==> src/rtl/vga_timing_ctrl.sv <==
`default_nettype none
// ============================================================================
// Module   : vga_timing_ctrl
// Purpose  : 640x480@60 VGA display timing controller. It generates
//            hsync/vsync and requests one pixel per clock from an upstream
//            pixel source, one cycle ahead of the active region. The
//            returned RGB565 data is gated onto vga_rgb. The controller
//            starts on a frame boundary and stops only on a frame boundary,
//            so the monitor never sees a truncated frame.
// Revision : 1.0 - initial release
// ----------------------------------------------------------------------------
// Ports
//   sys_clk      in   1   pixel clock (25 MHz nominal)
//   sys_rst      in   1   synchronous, active-high reset
//   en           in   1   run request, sampled every cycle
//   pix_data     in  16   RGB565 from the pixel source, valid the cycle
//                         after pix_data_req
//   pix_data_req out  1   request for the pixel at (pix_x, pix_y)
//   pix_x        out 10   requested column, 10'h3FF when no request
//   pix_y        out 10   requested row, 10'h3FF when no request
//   hsync        out  1   active-high horizontal sync
//   vsync        out  1   active-high vertical sync
//   vga_rgb      out 16   RGB565 to the DAC, 0 outside the active region
//   frame_start  out  1   one-cycle pulse at cnt_h=0, cnt_v=0
//   busy         out  1   high while running or while a stop is pending
// ============================================================================
module vga_timing_ctrl #(
    parameter int H_SYNC  = 96,
    parameter int H_BACK  = 48,
    parameter int H_VALID = 640,
    parameter int H_FRONT = 16,
    parameter int V_SYNC  = 2,
    parameter int V_BACK  = 33,
    parameter int V_VALID = 480,
    parameter int V_FRONT = 10
) (
    input  logic        sys_clk,
    input  logic        sys_rst,
    input  logic        en,
    input  logic [15:0] pix_data,
    output logic        pix_data_req,
    output logic [9:0]  pix_x,
    output logic [9:0]  pix_y,
    output logic        hsync,
    output logic        vsync,
    output logic [15:0] vga_rgb,
    output logic        frame_start,
    output logic        busy
);

    // ------------------------------------------------------------------
    // Derived timing constants
    // ------------------------------------------------------------------
    localparam int C_H_TOTAL_I = H_SYNC + H_BACK + H_VALID + H_FRONT;
    localparam int C_V_TOTAL_I = V_SYNC + V_BACK + V_VALID + V_FRONT;
    localparam int C_H_ACT_I   = H_SYNC + H_BACK;
    localparam int C_V_ACT_I   = V_SYNC + V_BACK;

    // Counter-width versions of the thresholds used by the decode logic.
    localparam logic [9:0] C_H_LAST    = 10'(C_H_TOTAL_I - 1);
    localparam logic [9:0] C_V_LAST    = 10'(C_V_TOTAL_I - 1);
    localparam logic [9:0] C_H_SYNC    = 10'(H_SYNC);
    localparam logic [9:0] C_V_SYNC    = 10'(V_SYNC);
    localparam logic [9:0] C_H_ACT     = 10'(C_H_ACT_I);
    localparam logic [9:0] C_H_ACT_END = 10'(C_H_ACT_I + H_VALID);
    localparam logic [9:0] C_V_ACT     = 10'(C_V_ACT_I);
    localparam logic [9:0] C_V_ACT_END = 10'(C_V_ACT_I + V_VALID);
    // Requests lead the active window by exactly one pixel clock.
    localparam logic [9:0] C_H_REQ     = 10'(C_H_ACT_I - 1);
    localparam logic [9:0] C_H_REQ_END = 10'(C_H_ACT_I + H_VALID - 1);

    localparam logic [9:0]  C_COORD_IDLE = 10'h3FF;
    localparam logic [15:0] C_RGB_BLANK  = 16'h0000;

    // ------------------------------------------------------------------
    // Elaboration-time parameter sanity: all sums must fit the 10-bit
    // counters, and the request lead needs at least one cycle of
    // sync+back porch in front of the active window.
    // ------------------------------------------------------------------
    if (C_H_TOTAL_I > 1023 || C_V_TOTAL_I > 1023) begin : g_width_check
        $error("vga_timing_ctrl: H/V totals must fit in 10 bits");
    end

    if (C_H_ACT_I < 1 || H_VALID < 1 || V_VALID < 1) begin : g_shape_check
        $error("vga_timing_ctrl: need H_SYNC+H_BACK >= 1 and non-empty active area");
    end

    // ------------------------------------------------------------------
    // State encoding
    // ------------------------------------------------------------------
    typedef enum logic [1:0] {
        ST_IDLE      = 2'd0,
        ST_RUN       = 2'd1,
        ST_STOP_PEND = 2'd2
    } state_t;

    state_t      r_state_q;
    state_t      w_state_d;
    logic [9:0]  r_cnt_h_q;
    logic [9:0]  r_cnt_v_q;
    logic [9:0]  w_cnt_h_d;
    logic [9:0]  w_cnt_v_d;

    logic        w_last_h;
    logic        w_last_v;
    logic        w_frame_end;

    logic        w_busy;
    logic        w_h_active;
    logic        w_v_active;
    logic        w_h_req;
    logic        w_req;
    logic        w_rgb_valid;

    // ------------------------------------------------------------------
    // Next-state and counter logic
    // ------------------------------------------------------------------
    always_comb begin
        w_last_h    = (r_cnt_h_q == C_H_LAST);
        w_last_v    = (r_cnt_v_q == C_V_LAST);
        w_frame_end = w_last_h && w_last_v;

        w_state_d = r_state_q;
        case (r_state_q)
            ST_IDLE: begin
                if (en) begin
                    w_state_d = ST_RUN;
                end
            end
            ST_RUN: begin
                // A stop request on the very last frame cycle can go
                // straight to IDLE; otherwise finish the current frame.
                if (!en) begin
                    w_state_d = w_frame_end ? ST_IDLE : ST_STOP_PEND;
                end
            end
            ST_STOP_PEND: begin
                // Re-asserting en cancels the stop, including on the last
                // cycle of the frame, so the next frame follows seamlessly.
                if (en) begin
                    w_state_d = ST_RUN;
                end else if (w_frame_end) begin
                    w_state_d = ST_IDLE;
                end
            end
            default: begin
                w_state_d = ST_IDLE;
            end
        endcase

        // Counters are held at zero in IDLE so the first RUN cycle is
        // always (0,0). Transitions into IDLE occur only on the last frame
        // cycle, where the wrap already yields zero.
        if (r_state_q == ST_IDLE) begin
            w_cnt_h_d = 10'd0;
            w_cnt_v_d = 10'd0;
        end else begin
            w_cnt_h_d = w_last_h ? 10'd0 : r_cnt_h_q + 10'd1;
            w_cnt_v_d = r_cnt_v_q;
            if (w_last_h) begin
                w_cnt_v_d = w_last_v ? 10'd0 : r_cnt_v_q + 10'd1;
            end
        end
    end

    always_ff @(posedge sys_clk) begin
        if (sys_rst) begin
            r_state_q <= ST_IDLE;
            r_cnt_h_q <= 10'd0;
            r_cnt_v_q <= 10'd0;
        end else begin
            r_state_q <= w_state_d;
            r_cnt_h_q <= w_cnt_h_d;
            r_cnt_v_q <= w_cnt_v_d;
        end
    end

    // ------------------------------------------------------------------
    // Output decode from the registered counters. Every output is forced
    // to its idle value when not busy, because the zeroed counters would
    // otherwise decode as sync-active.
    // ------------------------------------------------------------------
    always_comb begin
        w_busy      = (r_state_q != ST_IDLE);
        w_h_active  = (r_cnt_h_q >= C_H_ACT) && (r_cnt_h_q < C_H_ACT_END);
        w_v_active  = (r_cnt_v_q >= C_V_ACT) && (r_cnt_v_q < C_V_ACT_END);
        w_h_req     = (r_cnt_h_q >= C_H_REQ) && (r_cnt_h_q < C_H_REQ_END);
        w_req       = w_busy && w_h_req && w_v_active;
        w_rgb_valid = w_busy && w_h_active && w_v_active;

        busy         = w_busy;
        hsync        = w_busy && (r_cnt_h_q < C_H_SYNC);
        vsync        = w_busy && (r_cnt_v_q < C_V_SYNC);
        frame_start  = w_busy && (r_cnt_h_q == 10'd0) && (r_cnt_v_q == 10'd0);
        pix_data_req = w_req;
        pix_x        = w_req ? (r_cnt_h_q - C_H_REQ) : C_COORD_IDLE;
        pix_y        = w_req ? (r_cnt_v_q - C_V_ACT) : C_COORD_IDLE;
        // The source answers one cycle after the request, which is exactly
        // when the same pixel becomes active, so no realignment register.
        vga_rgb      = w_rgb_valid ? pix_data : C_RGB_BLANK;
    end

endmodule
`default_nettype wire

==> config.mk <==
export PLATFORM = sky130hd
export DESIGN_NAME = vga_timing_ctrl
export DESIGN_NICKNAME = d
export VERILOG_FILES = /design/src/rtl/vga_timing_ctrl.sv
export SDC_FILE = /design/constraint.sdc
export NUM_CORES = 1
export LEC_CHECK = 0
export BUFFER_PORTS_ARGS = -buffer_cell sky130_fd_sc_hd__buf_2
export CAP_MARGIN = 20
export CORE_ASPECT_RATIO = 0.9
export CORE_MARGIN = 2
export CORE_UTILIZATION = 53
export DETAILED_ROUTE_END_ITERATION = 12
export PLACE_DENSITY_LB_ADDON = 0.1
export SLEW_MARGIN = 15
export SYNTH_ARGS = -nofsm -noshare
export SYNTH_HDL_FRONTEND = slang
export SYNTH_SLANG_ARGS = --single-unit
==> constraint.sdc <==
create_clock -name sys_clk -period 4.15 [get_ports sys_clk]
set_clock_uncertainty 0.2 [all_clocks]
set_input_delay 0.415 -clock sys_clk [delete_from_list [all_inputs] [get_ports sys_clk]]
set_output_delay 0.415 -clock sys_clk [all_outputs]
set_load 0.05 [all_outputs]
After elaboration in Yosys (flattened, before gate mapping)
Cells that the tools add are included.
{"block": "op_classes", "n_reduce_logical": 19, "n_mux": 10, "order_cmp": 8, "add_sub_neg": 4, "n_eq_ne": 7}
{"operator": "10-bit < comparator, second input constant", "count": 3}
{"operator": "10-bit two-way mux", "count": 3}
{"operator": "10-bit by 1-bit adder with 10-bit output, second input constant", "count": 2}
{"operator": "10-bit == test, second input constant", "count": 2}
{"operator": "10-bit by 8-bit greater-or-equal comparator with 1-bit output, second input constant", "count": 2}
{"operator": "10-bit zero test", "count": 2}
{"operator": "16-bit two-way mux", "count": 1}
{"operator": "1-bit logical AND", "count": 12}
{"operator": "10-bit by 6-bit greater-or-equal comparator with 1-bit output, second input constant", "count": 1}
{"operator": "10-bit by 2-bit < comparator with 1-bit output, second input constant", "count": 1}
{"operator": "10-bit by 7-bit < comparator with 1-bit output, second input constant", "count": 1}
{"operator": "2-bit two-way mux", "count": 5}
{"operator": "10-bit by 6-bit subtractor with 10-bit output, second input constant", "count": 1}
{"operator": "10-bit by 8-bit subtractor with 10-bit output, second input constant", "count": 1}
{"operator": "2-bit one-hot mux with 3 select lines", "count": 1}
{"operator": "2-bit inequality test, second input constant", "count": 2}
{"operator": "3-bit inequality test, second input constant", "count": 1}
{"operator": "3-bit AND reduction", "count": 1}
{"operator": "3-bit OR reduction", "count": 1}
{"operator": "2-bit by 1-bit == test with 1-bit output, second input constant", "count": 1}
{"operator": "2-bit == test, second input constant", "count": 1}
{"operator": "2-bit zero test", "count": 1}
{"operator": "2-bit nonzero test", "count": 1}
{"operator": "2-bit OR reduction", "count": 1}
{"block": "totals", "out_inout_bits": 41, "register_bits": 22}

Depth between registers and ports, before layout
Gate-level depths: netlist of the first run.
{"block": "logic_depth", "ltp_word": 5, "depth_mapped": 7, "depth_no_buf": 6}

Worst setup path before layout of the first run
No wires, ideal clock.
{"block": "synth_timing", "path_kind": "reg-to-output", "start": "register r_cnt_v_q[6]", "end": "output port frame_start", "path_slack_ns": 1.036, "arrival_ns": 2.499, "t_required_ns": 3.535, "stages_incl_launch_ff": 5, "cell_sequence": "dfxtp_1 buf_2 nor3_1 nand3_1 nor4_1"}
{"block": "synth_between", "elab_chain_len": 2}
{"element": "start: declaration", "line_no": "100", "rtl": "logic [9:0] r_cnt_v_q;"}
{"element": "start signal: assignment", "line_no": "174", "rtl": "r_cnt_v_q <= w_cnt_v_d;"}
{"element": "10-bit zero test", "line_no": "194", "rtl": "frame_start = w_busy && (r_cnt_h_q == 10'd0) && (r_cnt_v_q == 10'd0);"}
{"element": "1-bit logical AND", "line_no": "194"}
{"element": "end: declaration", "line_no": "47", "rtl": "output logic frame_start,"}
Every way passes these cells.

Final worst setup path of the first run
{"block": "layout_timing", "start": "register r_cnt_v_q[0]", "end": "output port pix_data_req"}
{"block": "layout_between", "elab_chain_len": 3}
{"element": "10-bit by 6-bit greater-or-equal comparator with 1-bit output or 10-bit < comparator (tied branches)", "line_no": "186", "rtl": "w_v_active = (r_cnt_v_q >= C_V_ACT) && (r_cnt_v_q < C_V_ACT_END);"}
{"element": "1-bit logical AND *", "line_no": "186"}
{"element": "1-bit logical AND *", "line_no": "188", "rtl": "w_req = w_busy && w_h_req && w_v_active;"}
{"element": "end: declaration", "line_no": "41", "rtl": "output logic pix_data_req,"}
Mark *: on every way between the ends. The rest lies on a longest branch, timed or not.

==> results of run 1 <==
## area by class of cell
class	count	area [sq um]
Clock inverter	1	30.0
Inverter	8	30.0
Timing Repair Buffer	61	310
Clock buffer	3	22.5
Multi-Input combinational cell	164	1080
Sequential cell	22	440
Fill cell	304	1050
Tap cell	42	52.6
## routing by layer
metal	track usage (%)	wire length (microns)	part of all wire, %
met1	34.7	1890	45
met2	38.9	1910	45
met3	4.21	362	8.6
met4	11.1	76	1.8
met5	0	0	0
## flip-flops by register name, summed over array words and instances (netlist names)
register   cells
r_cnt_v_q     10
r_state_q      2
r_cnt_h_q     10
## worst max-delay path, delay by kind of cell (launching register included)
| family | cells | cell delay, ns |
|---|---|---|
| adders and majority gates | 1 | 0.43 |
| buffers and inverters | 2 | 0.54 |
| DFF | 1 | 0.51 |
| and+or+nand+nor | 1 | 0.14 |
| AOI/OAI and AO/OA | 3 | 1.03 |
## power by group
group	total, uW	internal [uW]	switching, uW
sequential	214	213	1.62
clock	172	97.8	74.1
combinational	34.5	11.2	23.3
## placed cells by master (no fill, tap or decap), drive strengths merged, types with 2 or more instances in the layout
cell,count
buf,61
nand3,24
dfxtp,22
and2,18
nor2,17
xnor2,12
a21oi,10
inv,8
nor3,7
xor2,7
nand4,7
o31ai,5
nand2,5
or3,5
o21ai,5
nor4,4
and3,4
ha,4
a211oi,4
nand3b,3
or4,3
clkbuf,3
a21boi,2
nand4b,2
and4,2
## worst min-delay path by stage
stage,endpoint,slack (ns),depth (start not counted),startpoint
after floorplan,r_state_q[0],0.23,1,r_state_q[0]
after global placement,r_state_q[0],0.26,1,r_state_q[1]
after detailed placement,r_state_q[0],0.25,1,r_state_q[1]
after CTS,r_state_q[1],0.04,2,en
after global routing,r_state_q[0],0.04,2,sys_rst
final,r_state_q[1],0.05,2,en
## cell families after synthesis
group	after synthesis	share of synthesized area, %
DFF	22	26.7
AOI/OAI and AO/OA	37	16.6
and+or+nand+nor	104	35.7
xor gates and xnor gates	19	10.1
adders and majority gates	4	3.04
buffers and inverters	27	7.89
## through the flow
| stage | utilization, % | total power [uW] | instance area (sq um) |
|---|---|---|---|
| global route | 65.2 | 431 | 1970 |
| floorplan | - | 239 | 1650 |
| CTS | 65.2 | 424 | 1970 |
| global placement | 63.5 | 254 | 1920 |
| detailed placement | 63.5 | 254 | 1920 |
| finish | 65.2 | 421 | 1970 |
==> metrics.csv, run 1 <==
stage;metric;value;unit
cts;CTS resizes;0;
critical_path;CP endpoint;pix_data_req;
placement;Final HPWL DP;3120;microns
yosys;Syn Nets;236;
floorplan;I/O pin count;60;
critical_path;worst path cell trace;ha_1, o41ai_1, a21o_1, a211oi_2, buf_4, and2_1, buf_2;
placement;routability cong.;0.826;
grt;GRT Total Usage;25.1;%
cts;Clock H-tree levels;1;
critical_path;R2R Path Start;r_cnt_h_q[0];
drt;number of remaining DRC errors;0;
yosys;Post-Syn Area per Cell;7.74;sq um
grt;GRT overflow;0;
cts;postcts setup bufs;0;
grt;first-pass GRT wire length;7090;microns
placement;IO Port Bufs;59;
cts;CTS Hold Bufs;0;
run_status;status;completed;
floorplan;Die Y-Extent;56.9;microns
yosys;flops & latches, synth;22;
timing;post-layout min period;3.60;ns
cells_and_area;Final nets;283;
floorplan;DIE AREA;0.00357;sq mm
critical_path;flop2flop setup slack;1.84;ns
placement;pre-CTS setup slack;0.957;ns
timing;Max Slew Vio Count;0;
yosys;FFs w/ async S/R, synth;0;%
critical_path;crit path from;r_cnt_v_q[0];
drt;routed len/inst;14.1;microns
cts;CTS tree;yes;
timing;RSZ-0062 raised after global routing;false;
cells_and_area;layout cells sized above 1;27.4;%
cells_and_area;Finished Layout Cells;301;
yosys;unique cell type count in the Yosys netlist;44;
cts;Worst-path clk slew;0.13;ns
yosys;post-synth top area cell;dfxtp_1;
drt;Final ANT Viol Nets;0;
pwr;pwr dens;214;mW/mm^2
drt;DRT Pass-1 Iters;5;
critical_path;CP Launch Type;flop;
cts;maximum root-to-sink buffer count;2;
cts;CTS Buf Count;3;
drt;Vias;1763;
critical_path;Critical Path Max Stage Delay;0.58;ns
yosys;Synth top area share;26.7;%
timing;Max Freq;278;MHz
yosys;Cells after Synth;213;
placement;placed cell count;297;
cts;clk_lat worst skew;0.33;ns
yosys;main area contributors after synthesis;dfxtp_1 (27%), nand3_1 (7.3%), and2_1 (6.8%), xnor2_1 (6.4%), nor2_1 (3.9%);
cells_and_area;Antenna diodes;0;
worst_hold_path;HP Class;input pin to flop;
floorplan;Initial Util;54.6;%
critical_path;CP required;3.53;ns
drt;routed vias/inst;5.86;
flow_run;Max Cap Violations;0;
critical_path;reg2reg end;r_cnt_v_q[5];
critical_path;CP endpoint kind;primary output;
timing;Tcrit/Tclk final;86.7;%
timing;headroom to the max-slew limit;45.2;%
floorplan;die extent in x;62.8;microns
floorplan;total core area;0.00302;sq mm
yosys;YS warnings;0;
yosys;top cells by count, synth;nand3_1 (24), dfxtp_1 (22), and2_1 (18);
pwr;leak pwr;0.000791;uW
critical_path;critical path data arrival time;2.98;ns
yosys;count leader, synth;nand3_1;
timing;Slew @ Worst Pin;0.816;ns
yosys;register area share after synthesis;26.7;%
critical_path;kind of critical path;flop to primary output;
timing;count of final hold-check violations;0;
drt;Routed WL;4230;microns
critical_path;FF-to-FF path depth;5;
pwr;maximum vdd drop;0.000128;V
critical_path;CP max FO;12;
drt;DR iter-0 viols;109;
yosys;EDFF count, synth;0;
grt;pin count of the biggest net entering global routing;17;
cts;clk sinks;22;
grt;initial antenna violation count;0;
timing;setup slack after layout;0.550;ns
floorplan;std cell rows;19;
timing;Final TNS setup;0;ns
cts;Root Driver;clkbuf_4;
timing;Final Setup Violations;0;
grt;vias in the first global route;1527;
yosys;predominant post-synthesis flop cell;dfxtp_1;
yosys;Netlist Area Pre-Place;0.00165;sq mm
cells_and_area;Area Growth Syn to Fin;19.4;%
timing;Hold Slack;0.0506;ns
critical_path;CP max-delay cell;a211oi_2;
(Power assumes the default switching activity.)
==> inputs of run 2 (changes only) <==
--- a/config.mk
+++ b/config.mk
@@ -11,7 +11,7 @@
 export CORE_MARGIN = 2
 export CORE_UTILIZATION = 53
 export DETAILED_ROUTE_END_ITERATION = 12
-export PLACE_DENSITY_LB_ADDON = 0.1
+export PLACE_DENSITY_LB_ADDON = 0.15
 export SLEW_MARGIN = 15
 export SYNTH_ARGS = -nofsm -noshare
 export SYNTH_HDL_FRONTEND = slang
==> run 2 against run 1 <==
Critical path depth unchanged. Sequential power about the same. Flip-flop and latch count unchanged. Global-route usage decreased by 2.1 points. Wire length decreased by 5.9%. Combinational power about the same. Non-clock buffer count unchanged. Worst setup slack got worse by 0.065 ns. Register-to-register slack got worse by 0.06 ns. Final cell count unchanged. Sequential share of layout area unchanged. Highest routed layer unchanged.
==> metrics.csv, run 2 (same netlist as run 1, synthesis figures left out) <==
stage;metric;value;unit
grt;vias in the first global route;1440;
timing;Final Setup Violations;0;
critical_path;CP endpoint kind;primary output;
timing;count of final hold-check violations;0;
grt;GRT overflow;0;
cells_and_area;most common cell after layout, fill and taps aside;buf_2;
drt;Final ANT Viol Nets;0;
worst_hold_path;hold path depth;2;
floorplan;Initial Util;54.6;%
critical_path;FF-to-FF path depth;4;
worst_hold_path;HP Class;input pin to flop;
pwr;maximum vdd drop;0.000127;V
timing;Tcrit/Tclk final;88.3;%
drt;number of remaining DRC errors;0;
grt;global-route met2 utilization;35.0;%
placement;routability cong.;0.878;
cells_and_area;largest registers;r_cnt_h_q x10, r_cnt_v_q x10, r_state_q x2;
cells_and_area;most frequent cells in the layout;buf_2 (59), nand3_1 (24), dfxtp_1 (22), and2_1 (18), nor2_1 (17);
timing;Max Freq;273;MHz
critical_path;reg2reg end;r_cnt_v_q[5];
timing;setup slack after layout;0.486;ns
cts;Worst-path clk slew;0.14;ns
drt;routed vias/inst;5.75;
run_status;status;completed;
placement;Placement Cell Area;0.00192;sq mm
cts;CTS Buf Count;3;
flow_run;Max Cap Violations;0;
floorplan;DIE AREA;0.00357;sq mm
cells_and_area;Antenna diodes;0;
floorplan;total core area;0.00302;sq mm
cts;clk_lat worst skew;0.33;ns
cells_and_area;fin area;0.00197;sq mm
cells_and_area;final core utilization;65.2;%
worst_hold_path;Hold EP;r_state_q[1];
cts;maximum root-to-sink buffer count;2;
placement;IO Port Bufs;59;
cts;postcts setup bufs;0;
grt;pin count of the biggest net entering global routing;17;
placement;pre-CTS setup slack;0.918;ns
critical_path;flop2flop setup slack;1.78;ns
timing;RSZ-0062 raised after global routing;false;
floorplan;I/O pin count;60;
grt;gr busiest metal;met2;
grt;GRT Total Usage;23.1;%
cts;CTS tree;yes;
grt;first-pass GRT wire length;6600;microns
cts;clk sinks;22;
placement;Final HPWL DP;3040;microns
critical_path;CP max FO;12;
critical_path;CP Launch Type;flop;
pwr;leak pwr;0.000791;uW
floorplan;Die Y-Extent;56.9;microns
cts;CTS resizes;0;
grt;initial antenna violation count;0;
critical_path;R2R Path Start;r_cnt_h_q[4];
critical_path;critical path data arrival time;3.05;ns
floorplan;std cell rows;19;
cts;Root Driver;clkbuf_4;
cells_and_area;Area Growth Syn to Fin;19.4;%
critical_path;kind of critical path;flop to primary output;
cells_and_area;Final nets;283;
cts;Clock H-tree levels;1;
grt;met1 GRT Util;33.4;%
cts;CTS Hold Bufs;0;
drt;DR iter-0 viols;96;
timing;Max Slew Vio Count;0;
grt;GR Util met3;4.41;%
critical_path;CP required;3.53;ns
drt;routed len/inst;13.2;microns
cells_and_area;layout cells sized above 1;27.4;%
timing;post-layout min period;3.66;ns
timing;Slew @ Worst Pin;0.788;ns
timing;Final TNS setup;0;ns
floorplan;die extent in x;62.8;microns
drt;Vias;1731;
timing;headroom to the max-slew limit;47.0;%
worst_hold_path;hold path startpoint;en;
drt;DRT Pass-1 Iters;5;
pwr;pwr dens;213;mW/mm^2
drt;Routed WL;3980;microns
[run 2: cell counts in the layout (fill, tap and decap cells not counted)]
No cell type changed its count.
[run 2: layer usage]
layer  part of all wire (%)  wire (microns)
met1                     46            1840
met2                     42            1690
met3                     10             410
met4                    1.2              47
met5                      0               0
[run 2: cell type report]
cell class	instances	area, sq um
inverters	8	30.0
flip-flops and latches	22	440
clock buffers	3	22.5
clock inverters	1	30.0
fillers	285	1050
multi-input cells	164	1080
well taps	42	52.6
repair buffers	61	310
[run 2: worst max path at each step]
stage,to,cells past startpoint,from,slack (ns)
final,pix_data_req,7,r_cnt_v_q[0],0.49
after global routing,pix_data_req,7,r_cnt_v_q[0],0.34
after floorplan,frame_start,4,r_cnt_v_q[6],1.04
after global placement,pix_data_req,7,r_cnt_v_q[0],0.97
after detailed placement,pix_data_req,7,r_cnt_v_q[0],0.92
after CTS,pix_data_req,7,r_cnt_v_q[0],0.53
[run 2: power breakdown]
part,switching (uW),internal (uW)
Sequential,1.53,213
Combinational,23.4,11.3
Clock,72.5,97.8
[run 2: metrics by stage]
step / std cells / hold WS (ns) / total power, uW
2_1_floorplan: 213 / 0.233 / 239
5_1_grt: 301 / 0.0380 / 433
4_1_cts: 301 / 0.0447 / 421
6_report: 301 / 0.0399 / 419
3_3_place_gp: 297 / 0.255 / 254
3_5_place_dp: 297 / 0.255 / 254
[run 2: critical path, stage by stage, from the launching register on]
cell and delay, ns:
dfxtp_1 0.42, ha_1 0.36, nor4_1 0.35, nand3_1 0.23
a211oi_2 0.67, buf_4 0.30, and2_1 0.13, buf_2 0.25
==> inputs of run 3 (changes only) <==
--- a/config.mk
+++ b/config.mk
@@ -7,11 +7,12 @@
 export LEC_CHECK = 0
 export BUFFER_PORTS_ARGS = -buffer_cell sky130_fd_sc_hd__buf_2
 export CAP_MARGIN = 20
-export CORE_ASPECT_RATIO = 0.9
+export CORE_ASPECT_RATIO = 0.8
 export CORE_MARGIN = 2
 export CORE_UTILIZATION = 53
 export DETAILED_ROUTE_END_ITERATION = 12
 export PLACE_DENSITY_LB_ADDON = 0.15
+export SKIP_LAST_GASP = 1
 export SLEW_MARGIN = 15
 export SYNTH_ARGS = -nofsm -noshare
 export SYNTH_HDL_FRONTEND = slang
==> run 3 against run 2 <==
Maximum frequency decreased by 1.1%. Final cell count shrank 1.0%. Clock power down 21%. Critical path depth stayed put. Count of clock-buffer cells in the layout stayed put. First-iteration DRC count decreased by 38%. Combinational power about the same. Flip-flop and latch count unchanged. Wire length rose by 6.2%. Non-clock buffer count did not move. Via count down 1.6%. Sequential share of layout area increased by 0.16 points. Critical path type unchanged.
==> metrics.csv, run 3 (same netlist as run 1, synthesis figures left out) <==
stage;metric;value;unit
worst_hold_path;hold path depth;2;
critical_path;CP Launch Type;flop;
run_status;status;completed;
cts;Worst-path clk slew;0.08;ns
pwr;pwr dens;196;mW/mm^2
flow_run;Max Cap Violations;0;
floorplan;Die Y-Extent;53.9;microns
pwr;Reg power frac;55.8;%
grt;GRT overflow;0;
drt;routed vias/inst;5.72;
timing;Max Slew Vio Count;0;
floorplan;die extent in x;66.4;microns
cts;Root Driver;clkbuf_8;
cells_and_area;most common cell after layout, fill and taps aside;buf_2;
cells_and_area;layout cells sized above 1;27.1;%
floorplan;std cell rows;18;
grt;pin count of the biggest net entering global routing;17;
timing;Final Setup Violations;0;
timing;post-layout min period;3.70;ns
timing;Max Freq;270;MHz
cts;CTS resizes;0;
floorplan;I/O pin count;60;
critical_path;CP max FO;13;
drt;Routed WL;4230;microns
drt;Final ANT Viol Nets;0;
cts;clk sinks;22;
timing;Tcrit/Tclk final;89.3;%
grt;first-pass GRT wire length;6620;microns
placement;routability cong.;0.849;
timing;Hold Slack;0.132;ns
drt;DR iter-0 viols;60;
cts;clk_lat worst skew;0.26;ns
cells_and_area;fillcell total;279;
cts;CTS tree;yes;
cells_and_area;Antenna diodes;0;
pwr;Power Internal;289;uW
floorplan;Initial Util;54.6;%
pwr;Clk pwr share;35.2;%
placement;IO Port Bufs;59;
drt;Vias;1704;
pwr;Switch Pwr;95.0;uW
timing;count of final hold-check violations;0;
cells_and_area;Final nets;283;
floorplan;DIE AREA;0.00358;sq mm
critical_path;critical path data arrival time;3.09;ns
timing;headroom to the max-slew limit;46.9;%
grt;initial antenna violation count;0;
timing;Final TNS setup;0;ns
grt;vias in the first global route;1474;
cts;Clock H-tree levels;1;
cts;postcts setup bufs;0;
placement;Final HPWL DP;3110;microns
worst_hold_path;HP Class;input pin to flop;
drt;number of remaining DRC errors;0;
timing;RSZ-0062 raised after global routing;false;
cts;CTS Hold Bufs;0;
drt;DRT Pass-1 Iters;4;
drt;routed len/inst;14.2;microns
timing;Slew @ Worst Pin;0.796;ns
pwr;maximum vdd drop;0.000148;V
pwr;Sw Ratio;24.8;%
grt;GRT Total Usage;24.2;%
critical_path;CP required;3.53;ns
critical_path;kind of critical path;flop to primary output;
critical_path;CP endpoint kind;primary output;
critical_path;FF-to-FF path depth;5;
cells_and_area;largest registers;r_cnt_h_q x10, r_cnt_v_q x10, r_state_q x2;
cells_and_area;most frequent cells in the layout;buf_2 (59), nand3_1 (24), dfxtp_1 (22), and2_1 (18), nor2_1 (17);
pwr;leak pwr;0.000785;uW
cts;CTS Buf Count;3;
pwr;Logic pwr share;9.0;%
floorplan;total core area;0.00302;sq mm
cts;maximum root-to-sink buffer count;2;
cells_and_area;Area Growth Syn to Fin;18.6;%
==> run 3: cell types whose count changed in the layout (fill, tap and decap cells not counted) <==
cell and change:
bufinv_16 -1, clkbuf_4 -3, clkbuf_8 +3
==> run 3: final timing paths <==
kind,to,slack (ns),start
worst max register to register,r_cnt_v_q[7],1.85,r_cnt_h_q[0]
worst min register to register,r_state_q[0],0.27,r_state_q[1]
worst min-delay path,r_state_q[1],0.13,en
worst max-delay path,pix_y[1],0.45,r_cnt_v_q[0]
==> run 3: area by class of cell <==
| class | count | area (sq um) | share of cell area [%] |
|---|---|---|---|
| Timing Repair Buffer | 61 | 310 | 15.9 |
| Sequential cell | 22 | 440 | 22.5 |
| Tap cell | 40 | 50.0 | 2.56 |
| Clock buffer | 3 | 41.3 | 2.11 |
| Multi-Input combinational cell | 164 | 1080 | 55.4 |
| Inverter | 8 | 30.0 | 1.54 |
==> run 3: power groups by stage <==
stage,Sequential [uW],Clock (uW),Combinational [uW]
after global placement,219,0,34.8
after global routing,214,142,37.4
after CTS,214,135,35.0
final,214,135,34.7
after detailed placement,219,0,34.9
after floorplan,219,0,20.4
==> run 3: critical path: stages, from the launching register on <==
cell      delay, ns
dfxtp_1        0.41
ha_1           0.37
nor4_1         0.38
nand3_1        0.26
a211oi_2       0.75
buf_4          0.31
nand3b_1       0.10
buf_2          0.25
==> run 3: metrics by stage <==
stage | utilization (%) | cells | power (uW) | setup slack (ns) | instance area (sq um)
after floorplan | - | 213 | 239 | 1.04 | 1650
after global placement | 63.4 | 295 | 254 | 0.934 | 1910
after detailed placement | 63.4 | 295 | 254 | 0.804 | 1910
after CTS | 64.8 | 298 | 385 | 0.503 | 1960
after global routing | 64.8 | 298 | 393 | 0.318 | 1960
final | 64.8 | 298 | 384 | 0.445 | 1960
==> run 3: layer usage <==
metal / wire [microns] / share of wire, % / vias up / global-route usage [%]
li1: - / - / 856 / -
met1: 1990 / 47 / 763 / 34.0
met2: 1810 / 43 / 78 / 38.0
met3: 370 / 8.7 / 7 / 3.56
met4: 58 / 1.4 / 0 / 8.84
met5: 0 / 0 / - / 0
